<file path="config.mk">
export PLATFORM = sky130hd
export DESIGN_NAME = atm_txn_engine
export DESIGN_NICKNAME = d
export VERILOG_FILES = /design/src/rtl/atm_pkg.sv /design/src/rtl/bal_addsub.sv /design/src/rtl/atm_txn_engine.sv
export SDC_FILE = /design/constraint.sdc
export NUM_CORES = 1
export LEC_CHECK = 0
export CORE_ASPECT_RATIO = 2
export CORE_MARGIN = 2
export CORE_UTILIZATION = 45
export CTS_BUF_LIST = sky130_fd_sc_hd__clkbuf_8
export CTS_CLUSTER_SIZE = 16
export DETAILED_ROUTE_END_ITERATION = 8
export SYNTH_ARGS = -nofsm -noshare
export SYNTH_HDL_FRONTEND = slang
export SYNTH_HIERARCHICAL = 1
export SYNTH_SLANG_ARGS = --single-unit
</file>
<file path="constraint.sdc">
create_clock -name clk -period 12.2 [get_ports clk]
set_clock_uncertainty 0.15 [all_clocks]
set_input_delay 2.44 -clock clk [delete_from_list [all_inputs] [get_ports clk]]
set_output_delay 2.44 -clock clk [all_outputs]
set_load 0.005 [all_outputs]
</file>
<file path="src/rtl/atm_pkg.sv">
// Shared types for the ATM transaction engine: operation codes,
// response status codes and the request-processing FSM states.
package atm_pkg;

  typedef enum logic [1:0] {
    OP_INQUIRY  = 2'b00,
    OP_DEPOSIT  = 2'b01,
    OP_WITHDRAW = 2'b10,
    OP_TRANSFER = 2'b11
  } op_e;

  typedef enum logic [1:0] {
    ST_OK       = 2'b00,
    ST_NSF      = 2'b01,
    ST_OVF      = 2'b10,
    ST_BAD_ACCT = 2'b11
  } status_e;

  typedef enum logic [1:0] {
    S_IDLE   = 2'b00,
    S_CALC   = 2'b01,
    S_COMMIT = 2'b10,
    S_RESP   = 2'b11
  } state_e;

endpackage

</file>
<file path="src/rtl/bal_addsub.sv">
// Unsigned W-bit adder/subtractor; carry is the add carry-out or the
// subtract borrow, taken from bit W of a W+1-bit result.
module bal_addsub #(
  parameter int W = 10
) (
  input  logic [W-1:0] a,
  input  logic [W-1:0] b,
  input  logic         sub,
  output logic [W-1:0] result,
  output logic         carry
);

  logic [W:0] ext_s;

  // Extended-width add or subtract; bit W flags carry or borrow
  always_comb begin
    ext_s = {1'b0, a};
    if (sub) begin
      ext_s = {1'b0, a} - {1'b0, b};
    end else begin
      ext_s = {1'b0, a} + {1'b0, b};
    end
  end

  assign result = ext_s[W-1:0];
  assign carry  = ext_s[W];

endmodule

</file>
<file path="src/rtl/atm_txn_engine.sv">
// ATM transaction engine: checked read-modify-write of a reset-to-zero
// balance bank, one request at a time through IDLE/CALC/COMMIT/RESP.
module atm_txn_engine
  import atm_pkg::*;
#(
  parameter int BAL_W    = 10,
  parameter int NUM_ACCT = 16,
  parameter int ACCT_W   = $clog2(NUM_ACCT)
) (
  input  logic              clk,
  input  logic              rst_n,
  input  logic              req_valid,
  output logic              req_ready,
  input  logic [1:0]        req_op,
  input  logic [ACCT_W-1:0] req_acct_s,
  input  logic [ACCT_W-1:0] req_acct_d,
  input  logic [BAL_W-1:0]  req_amount,
  output logic              rsp_valid,
  input  logic              rsp_ready,
  output logic [1:0]        rsp_status,
  output logic [BAL_W-1:0]  rsp_balance,
  output logic [15:0]       txn_count
);

  localparam logic [ACCT_W:0] NUM_ACCT_L = NUM_ACCT[ACCT_W:0];

  state_e              state_r, state_next_s;
  op_e                 op_r;
  logic [ACCT_W-1:0]   acct_s_r, acct_d_r;
  logic [BAL_W-1:0]    amount_r;
  logic [BAL_W-1:0]    bal_r [NUM_ACCT];

  status_e             calc_status_r;
  logic [BAL_W-1:0]    res_s_r, res_d_r, calc_rsp_bal_r;

  logic                req_ready_r, rsp_valid_r;
  status_e             rsp_status_r;
  logic [BAL_W-1:0]    rsp_balance_r;
  logic [15:0]         txn_count_r;

  logic                accept_s, rsp_done_s;
  logic                s_ok_s, d_ok_s, bad_acct_s;
  logic [BAL_W-1:0]    bal_s_s, bal_d_s, add_a_s;
  logic [BAL_W-1:0]    sub_res_s, add_res_s, new_s_s, rsp_bal_s;
  logic                sub_borrow_s, add_carry_s;
  status_e             status_s;

  assign accept_s   = (state_r == S_IDLE) && req_valid && req_ready_r;
  assign rsp_done_s = (state_r == S_RESP) && rsp_ready;

  // Account range checks; out-of-range reads are forced to zero
  always_comb begin
    s_ok_s     = ({1'b0, acct_s_r} < NUM_ACCT_L);
    d_ok_s     = ({1'b0, acct_d_r} < NUM_ACCT_L);
    bad_acct_s = !s_ok_s ||
                 ((op_r == OP_TRANSFER) && (!d_ok_s || (acct_d_r == acct_s_r)));
    if (s_ok_s) begin
      bal_s_s = bal_r[acct_s_r];
    end else begin
      bal_s_s = {BAL_W{1'b0}};
    end
    if (d_ok_s) begin
      bal_d_s = bal_r[acct_d_r];
    end else begin
      bal_d_s = {BAL_W{1'b0}};
    end
    if (op_r == OP_TRANSFER) begin
      add_a_s = bal_d_s;
    end else begin
      add_a_s = bal_s_s;
    end
  end

  bal_addsub #(.W(BAL_W)) u_src (
    .a      (bal_s_s),
    .b      (amount_r),
    .sub    (1'b1),
    .result (sub_res_s),
    .carry  (sub_borrow_s)
  );

  // The destination adder also serves DEPOSIT, where it adds to bal[s]
  bal_addsub #(.W(BAL_W)) u_dst (
    .a      (add_a_s),
    .b      (amount_r),
    .sub    (1'b0),
    .result (add_res_s),
    .carry  (add_carry_s)
  );

  // Status priority and post-operation source balance
  always_comb begin
    status_s  = ST_OK;
    new_s_s   = bal_s_s;
    rsp_bal_s = bal_s_s;
    if (bad_acct_s) begin
      status_s  = ST_BAD_ACCT;
      rsp_bal_s = {BAL_W{1'b0}};
    end else if (((op_r == OP_WITHDRAW) || (op_r == OP_TRANSFER)) && sub_borrow_s) begin
      status_s = ST_NSF;
    end else if (((op_r == OP_DEPOSIT) || (op_r == OP_TRANSFER)) && add_carry_s) begin
      status_s = ST_OVF;
    end else begin
      status_s = ST_OK;
      case (op_r)
        OP_INQUIRY:  new_s_s = bal_s_s;
        OP_DEPOSIT:  new_s_s = add_res_s;
        OP_WITHDRAW: new_s_s = sub_res_s;
        OP_TRANSFER: new_s_s = sub_res_s;
        default:     new_s_s = bal_s_s;
      endcase
      rsp_bal_s = new_s_s;
    end
  end

  // FSM state register
  always_ff @(posedge clk or negedge rst_n) begin
    if (!rst_n) begin
      state_r <= S_IDLE;
    end else begin
      state_r <= state_next_s;
    end
  end

  // FSM next-state logic
  always_comb begin
    state_next_s = state_r;
    case (state_r)
      S_IDLE: begin
        if (accept_s) begin
          state_next_s = S_CALC;
        end else begin
          state_next_s = S_IDLE;
        end
      end
      S_CALC:   state_next_s = S_COMMIT;
      S_COMMIT: state_next_s = S_RESP;
      S_RESP: begin
        if (rsp_ready) begin
          state_next_s = S_IDLE;
        end else begin
          state_next_s = S_RESP;
        end
      end
      default:  state_next_s = S_IDLE;
    endcase
  end

  // Request latch and CALC-stage result registers
  always_ff @(posedge clk or negedge rst_n) begin
    if (!rst_n) begin
      op_r           <= OP_INQUIRY;
      acct_s_r       <= {ACCT_W{1'b0}};
      acct_d_r       <= {ACCT_W{1'b0}};
      amount_r       <= {BAL_W{1'b0}};
      calc_status_r  <= ST_OK;
      res_s_r        <= {BAL_W{1'b0}};
      res_d_r        <= {BAL_W{1'b0}};
      calc_rsp_bal_r <= {BAL_W{1'b0}};
    end else if (accept_s) begin
      op_r     <= op_e'(req_op);
      acct_s_r <= req_acct_s;
      acct_d_r <= req_acct_d;
      amount_r <= req_amount;
    end else if (state_r == S_CALC) begin
      calc_status_r  <= status_s;
      res_s_r        <= new_s_s;
      res_d_r        <= add_res_s;
      calc_rsp_bal_r <= rsp_bal_s;
    end
  end

  // Balance bank: both transfer legs commit on the same edge, only when OK
  always_ff @(posedge clk or negedge rst_n) begin
    if (!rst_n) begin
      for (int i = 0; i < NUM_ACCT; i++) begin
        bal_r[i] <= {BAL_W{1'b0}};
      end
    end else if ((state_r == S_COMMIT) && (calc_status_r == ST_OK)) begin
      case (op_r)
        OP_DEPOSIT:  bal_r[acct_s_r] <= res_s_r;
        OP_WITHDRAW: bal_r[acct_s_r] <= res_s_r;
        OP_TRANSFER: begin
          bal_r[acct_s_r] <= res_s_r;
          bal_r[acct_d_r] <= res_d_r;
        end
        default: ;
      endcase
    end
  end

  // Handshake flags, response registers and OK-transaction counter
  always_ff @(posedge clk or negedge rst_n) begin
    if (!rst_n) begin
      req_ready_r   <= 1'b1;
      rsp_valid_r   <= 1'b0;
      rsp_status_r  <= ST_OK;
      rsp_balance_r <= {BAL_W{1'b0}};
      txn_count_r   <= 16'd0;
    end else if (accept_s) begin
      req_ready_r <= 1'b0;
    end else if (state_r == S_COMMIT) begin
      rsp_valid_r   <= 1'b1;
      rsp_status_r  <= calc_status_r;
      rsp_balance_r <= calc_rsp_bal_r;
      if (calc_status_r == ST_OK) begin
        txn_count_r <= txn_count_r + 16'd1;
      end else begin
        txn_count_r <= txn_count_r;
      end
    end else if (rsp_done_s) begin
      rsp_valid_r <= 1'b0;
      req_ready_r <= 1'b1;
    end
  end

  assign req_ready   = req_ready_r;
  assign rsp_valid   = rsp_valid_r;
  assign rsp_status  = rsp_status_r;
  assign rsp_balance = rsp_balance_r;
  assign txn_count   = txn_count_r;

endmodule

</file>
* After elaboration in Yosys (flattened, before gate mapping)
Index checks and enable logic that the tools add are counted.
** Storage, ports and cells
- Input bits :: 24
- Output and inout bits :: 30
- Bits in registers :: 244
- Word-level logic and storage cells :: 103
** Operators by class
- Mux-type cells :: 30
- Reductions and logical operators :: 25
- $lt $le $gt $ge :: 4
- Bitwise operators :: 3
- Eq/ne operators :: 8
- $add $sub $neg :: 3
** Operators with widths (number)
- 160-bit bitwise mux :: 2
- 160-bit one-hot mux with 2 select lines :: 1
- 10-bit 2-to-1 mux :: 11
- 10-bit binary-select mux with 4-bit select :: 2
- 10-bit demux with 4-bit select :: 2
- 10-bit one-hot mux with 3 select lines :: 1
- 16-bit by 1-bit adder with 16-bit output (second input constant) :: 1
- 10-bit by 10-bit adder with 11-bit output :: 1
- 10-bit by 10-bit subtractor with 11-bit output :: 1
- 5-bit greater-or-equal comparator (second input constant) :: 2
- 5-bit by 1-bit less-than comparator with 1-bit output (second input constant) :: 2
- 4-bit NOT with 5-bit output :: 2
- 2-bit AND reduction :: 5
- 1-bit logical AND :: 9
- 2-bit == test (second input constant) :: 4
- 2-bit 2-to-1 mux :: 4
- 2-bit one-hot mux with 4 select lines :: 1
- 2-bit zero test :: 3
- 1-bit 2-to-1 mux :: 6
- 2-bit nonzero test :: 3
- 2-bit by 1-bit == test with 1-bit output (second input constant) :: 2
- 4-bit == test :: 1
- 2-bit OR reduction :: 2
- 3-bit AND reduction :: 1
- 3 further kinds :: 4

* Depth between registers and ports, before layout
- Depth in word-level cells :: 10
- Mapped depth :: 22
- Depth with buffers taken out :: 20

* Hierarchy
Netlist, hierarchy kept.
** By module, submodules not included
- atm_txn_engine :: cells each 1310, area an instance 13738.2 um2, times used 1
- bal_addsub (u_dst) :: cells each 92, area an instance 691.9 um2, times used 1
- bal_addsub (u_src) :: cells each 91, area an instance 659.4 um2, times used 1

* Worst setup path after synthesis
OpenSTA, ideal clock, no wires.
- Kind :: register -> register
- Start point :: register acct_s_r[0]
- End point :: register res_s_r[8]
- Cell stages (with the launch flop) :: 23
- Arrival time :: 3.830 ns
- Slack :: 8.079 ns
- Cells stage by stage :: dfrtp_1 clkbuf_1 buf_2 mux4_2 nand2_1 and4_1 inv_1 nand2_1 o221ai_1 inv_1 ha_1 inv_1 fa_1 a21oi_1 nor2_2 nor2_1 a31oi_4 xnor2_1 a22oi_1 o21ai_0 a21o_1 nand2_1 o221ai_1
** Between the ends
- Word-level cells in the longest chain between the ends :: 10
- Elaborated cells on any way between the ends :: 15
** Ends and longest elaborated chain
- start: declaration :: RTL line atm_txn_engine.sv:29 : logic [ACCT_W-1:0] acct_s_r, acct_d_r;
- start signal: assignment :: RTL line atm_txn_engine.sv:153 : acct_s_r <= {ACCT_W{1'b0}};
- start signal: assignment :: RTL line atm_txn_engine.sv:162 : acct_s_r <= req_acct_s;
- 4-bit NOT with 5-bit output (implied by the code) :: RTL line atm_txn_engine.sv:58 : bal_s_s = bal_r[acct_s_r];
- 10-bit binary-select mux with 4-bit select :: RTL line atm_txn_engine.sv:58
- 10-bit 2-to-1 mux (implied by the code) (2 in a row) :: RTL line atm_txn_engine.sv:58
- net bal_s_s[0] :: RTL line atm_txn_engine.sv:43 : logic [BAL_W-1:0] bal_s_s, bal_d_s, add_a_s;
- 10-bit 2-to-1 mux :: RTL line atm_txn_engine.sv:67 : if (op_r == OP_TRANSFER) begin
- net add_a_s[0] :: RTL line atm_txn_engine.sv:43
- 10-bit by 10-bit adder with 11-bit output :: RTL line bal_addsub.sv:21 : ext_s = {1'b0, a} + {1'b0, b};
- net add_carry_s :: RTL line atm_txn_engine.sv:45 : logic sub_borrow_s, add_carry_s;
- 1-bit logical AND :: RTL line atm_txn_engine.sv:101 : end else if (((op_r == OP_DEPOSIT) || (op_r == OP_TRANSFER)) && add_carry_s) begin
- 10-bit 2-to-1 mux :: RTL line atm_txn_engine.sv:101
- 10-bit 2-to-1 mux :: RTL line atm_txn_engine.sv:99 : end else if (((op_r == OP_WITHDRAW) || (op_r == OP_TRANSFER)) && sub_borrow_s) begin
- 10-bit 2-to-1 mux :: RTL line atm_txn_engine.sv:96 : if (bad_acct_s) begin
- end signal: assignment :: RTL line atm_txn_engine.sv:157 : res_s_r <= {BAL_W{1'b0}};
- end signal: assignment :: RTL line atm_txn_engine.sv:167 : res_s_r <= new_s_s;
- end: declaration :: RTL line atm_txn_engine.sv:34 : logic [BAL_W-1:0] res_s_r, res_d_r, calc_rsp_bal_r;
The timed path passes the listed nets, and every way through them passes these cells. The select of a mux whose other input is x is not followed.
A chain may end at the register's enable or synchronous reset.

* Worst setup path in the final report
- Start point :: register acct_s_r[0]
- End point :: register res_s_r[9]
Same word-level chain as after synthesis.

==> out/metrics.cfg <==
[outcome]
status = completed

[routing]
viasPerCell = 6.528
drc_errors = 0
routedWlPerCell_um = 27.14
firstDrtPassIters = 7
vias = 12593
drtIter0Drc = 972
antenna_left = 0
drt-total-wl_um = 52350

[global_route]
grt_overflow = 0
grt_use_total_pct = 30.14
grt_most_used_layer = met2
met3_usage_pct = 3.858
first_global_vias = 12965
use_met1_pct = 31.98
grt_max_degree = 98
grt_pass1_wl_um = 79830
grt.met2_usage_pct = 52.01
antenna_found_initial = 1

[timing]
hold_viol = 0
setup_viol = 0
worst_hold_slack_ns = 0.3202
relSlewSlack_pct = 19.92
tightest_slew_ns = 1.201
rsz0062_at_grt = no
slew_viol_final = 0
fin_crit_ns = 5.415
timing.fmax_ghz = 0.1847
setup_ws_ns = 6.785
tns_ns = 0
period_share_pct = 44.39

[cts]
htree_levels = 2
cts_resized = 0
cts_root_buf = clkbuf_8
cts_setup_buffers = 0
cts_sinks = 244
clk_latency_ns = 0.59
cts_made_buffers = 37
clk_pin_slew_ns = 0.07
cts.hold.buffers_added = 0
cts_max_path_buffers = 3
cts_tree = yes

[logic_synthesis]
async_reset_ff_share_pct = 100.0
syn_area_mm2 = 0.01509
yosys_warnings = 6
yosys.area.top_type = dfrtp_1
synth_seq_cells = 244
ys_types = 63
synth-seq-area-share_pct = 40.47
avgSynthCellArea_um2 = 10.11
synth_area_leaders = dfrtp_1, mux4_2, o22ai_1
synth_nets = 1544
synth_cells = 1493
synth_ff_type = dfrtp_1
synth_edf_count = 0
synth.top_cell.area_share_pct = 40.30

[die]
core.rowCount = 94
die_area_mm2 = 0.03510
die_h_um = 263.0
core_mm2 = 0.03293
num_io_pins = 54
die_w_um = 133.5
initial_utilization_pct = 45.82

[setup_path]
worst_ep_arrival_time_ns = 5.69
cp_data_required_time_ns = 12.47
cp_max_fo = 36
end_kind = flip-flop
start_kind = flip-flop
path_class = reg2reg

[layout]
drive_above_1_share_pct = 21.86
postLayoutCoreUtil_pct = 50.23
area_growth_pct = 9.619
nFillCells = 3050
nets = 1518

[hold_path]
hold_class = reg2reg

[placed_design]
dp_hpwl_um = 36770
port_buffers = 53
gp_congestion = 1.000
dp_slack_ns = 6.824

[power_and_ir_drop]
ir_drop_v = 0.0001536
power_density_mw_per_mm2 = 297.5
power_mw = 4.922
leakagePower_nw = 6.729

[run]
maxCapViolations = 0

-- kinds of logic after synthesis --
group	synth area share, %
muxes	15.86
buffers and inverters	4.502
DFF	40.47
AOI/OAI and AO/OA	20.76
and+or+nand+nor	13.05
other	0.04977
xor gates and xnor gates	2.960
adders and majority gates	2.338
-- cell usage after synthesis (all sizes together), types with 2 or more instances --
cell type	number
conb	2
a21oi	202
mux2i	22
mux4	80
inv	24
o21a	3
o2111ai	2
a22oi	11
nand3b	3
o31ai	3
dfrtp	243
or3	5
o22ai	160
buf	48
o31a	2
or2	2
mux2	33
nand2b	6
xor2	19
and3	6
nor4	2
nor2b	16
and2	2
o221ai	30
and4	10
nand4	7
xnor2	32
nand2	131
o21ai	7
a21o	5
fa	2
a31oi	8
nor3	12
a41oi	2
ha	25
nor2	198
clkbuf	86
nand3	35
-- worst paths after layout --
| path | cells past startpoint | end | slack, ns | start |
|---|---|---|---|---|
| worst max-delay path | 21 | res_s_r[9] | 6.78 | acct_s_r[0] |
| worst min-delay path | 1 | txn_count[15] | 0.32 | txn_count[15] |
| worst min register to register | 1 | txn_count[15] | 0.32 | txn_count[15] |
| worst max register to register | 21 | res_s_r[9] | 6.78 | acct_s_r[0] |
| min in group asynchronous | 1 | bal_r[107] | 1.75 | rst_n |
| max in group asynchronous | 2 | res_s_r[1] | 8.58 | rst_n |
-- report_power, final --
group / internal, mW / total [mW] / switching [mW] / leakage (nW)
Clock: 0.405 / 0.758 / 0.352 / 0.453
Combinational: 1.08 / 2.58 / 1.50 / 3.04
Sequential: 1.10 / 1.58 / 0.481 / 3.24
Total: 2.59 / 4.92 / 2.33 / 6.73
-- routing by layer --
layer | vias up | routed length, um
met3 | 257 | 3007
li1 | 5451 | -
met5 | - | 0
met4 | 0 | 5454
met1 | 6245 | 17320
met2 | 640 | 26570
-- cell type report --
class / count / area (um^2) / area share, %
Timing Repair Buffer: 69 / 655.6 / 3.964
Multi-Input combinational cell: 1091 / 8318 / 50.29
Sequential cell: 244 / 6115 / 36.97
Clock inverter: 19 / 145.1 / 0.8775
Tap cell: 432 / 540.5 / 3.268
Antenna cell: 1 / 2.502 / 0.01513
Clock buffer: 49 / 674.4 / 4.077
Inverter: 24 / 90.09 / 0.5446
-- per-stage QoR --
stage,std cells,instance area [um^2]
final,1929,16540
after floorplan,1493,15090
after detailed placement,1860,15720
after global placement,1860,15720
after global routing,1929,16540
after CTS,1928,16540
-- registers in the layout (all words and copies together), names as in the netlist, 4 cells and up --
register and cells:
bal_r 160, txn_count 16, amount_r 10, calc_rsp_bal_r 10
res_d_r 10, res_s_r 10, rsp_balance 10, acct_d_r 4
acct_s_r 4
-- worst max-delay path, stage by stage, from the launching register on --
cell	delay, ns
dfrtp_2	0.67
buf_4	0.62
mux4_2	0.59
nand2_1	0.08
and4_1	0.27
inv_1	0.08
nand2_1	0.06
o221ai_1	0.13
inv_1	0.09
ha_1	0.16
inv_1	0.06
fa_1	0.43
a21oi_1	0.25
nor2_2	0.10
nor2_1	0.18
a31oi_4	0.11
xnor2_1	0.15
a22oi_1	0.21
o21ai_0	0.16
a21o_1	0.19
nand2_1	0.29
o221ai_1	0.17
-- cell usage in the layout (no fill, tap or decap), types with 4 or more instances in the layout --
cell	synthesis	final
a21oi_1	89	89
nor2_1	195	194
clkdlybuf4s50_1	0	52
a21o_1	5	5
nand2b_1	6	6
nor2_2	3	4
inv_1	24	35
and3_1	5	5
buf_4	11	16
o22ai_1	160	160
mux2_2	33	33
a21oi_4	10	10
and4_1	10	10
or3_1	4	4
o221ai_1	30	30
dfrtp_1	243	239
clkbuf_8	0	49
a31oi_1	6	6
nor2b_1	16	16
nor3_1	9	9
nand3_1	35	35
mux2i_1	22	22
xor2_1	19	19
o21ai_0	4	4
nand4_1	6	6
mux4_2	80	80
nand2_1	131	131
ha_1	25	25
xnor2_1	32	32
a21oi_2	103	103
a22oi_1	11	11
(Power assumes the default switching activity.)
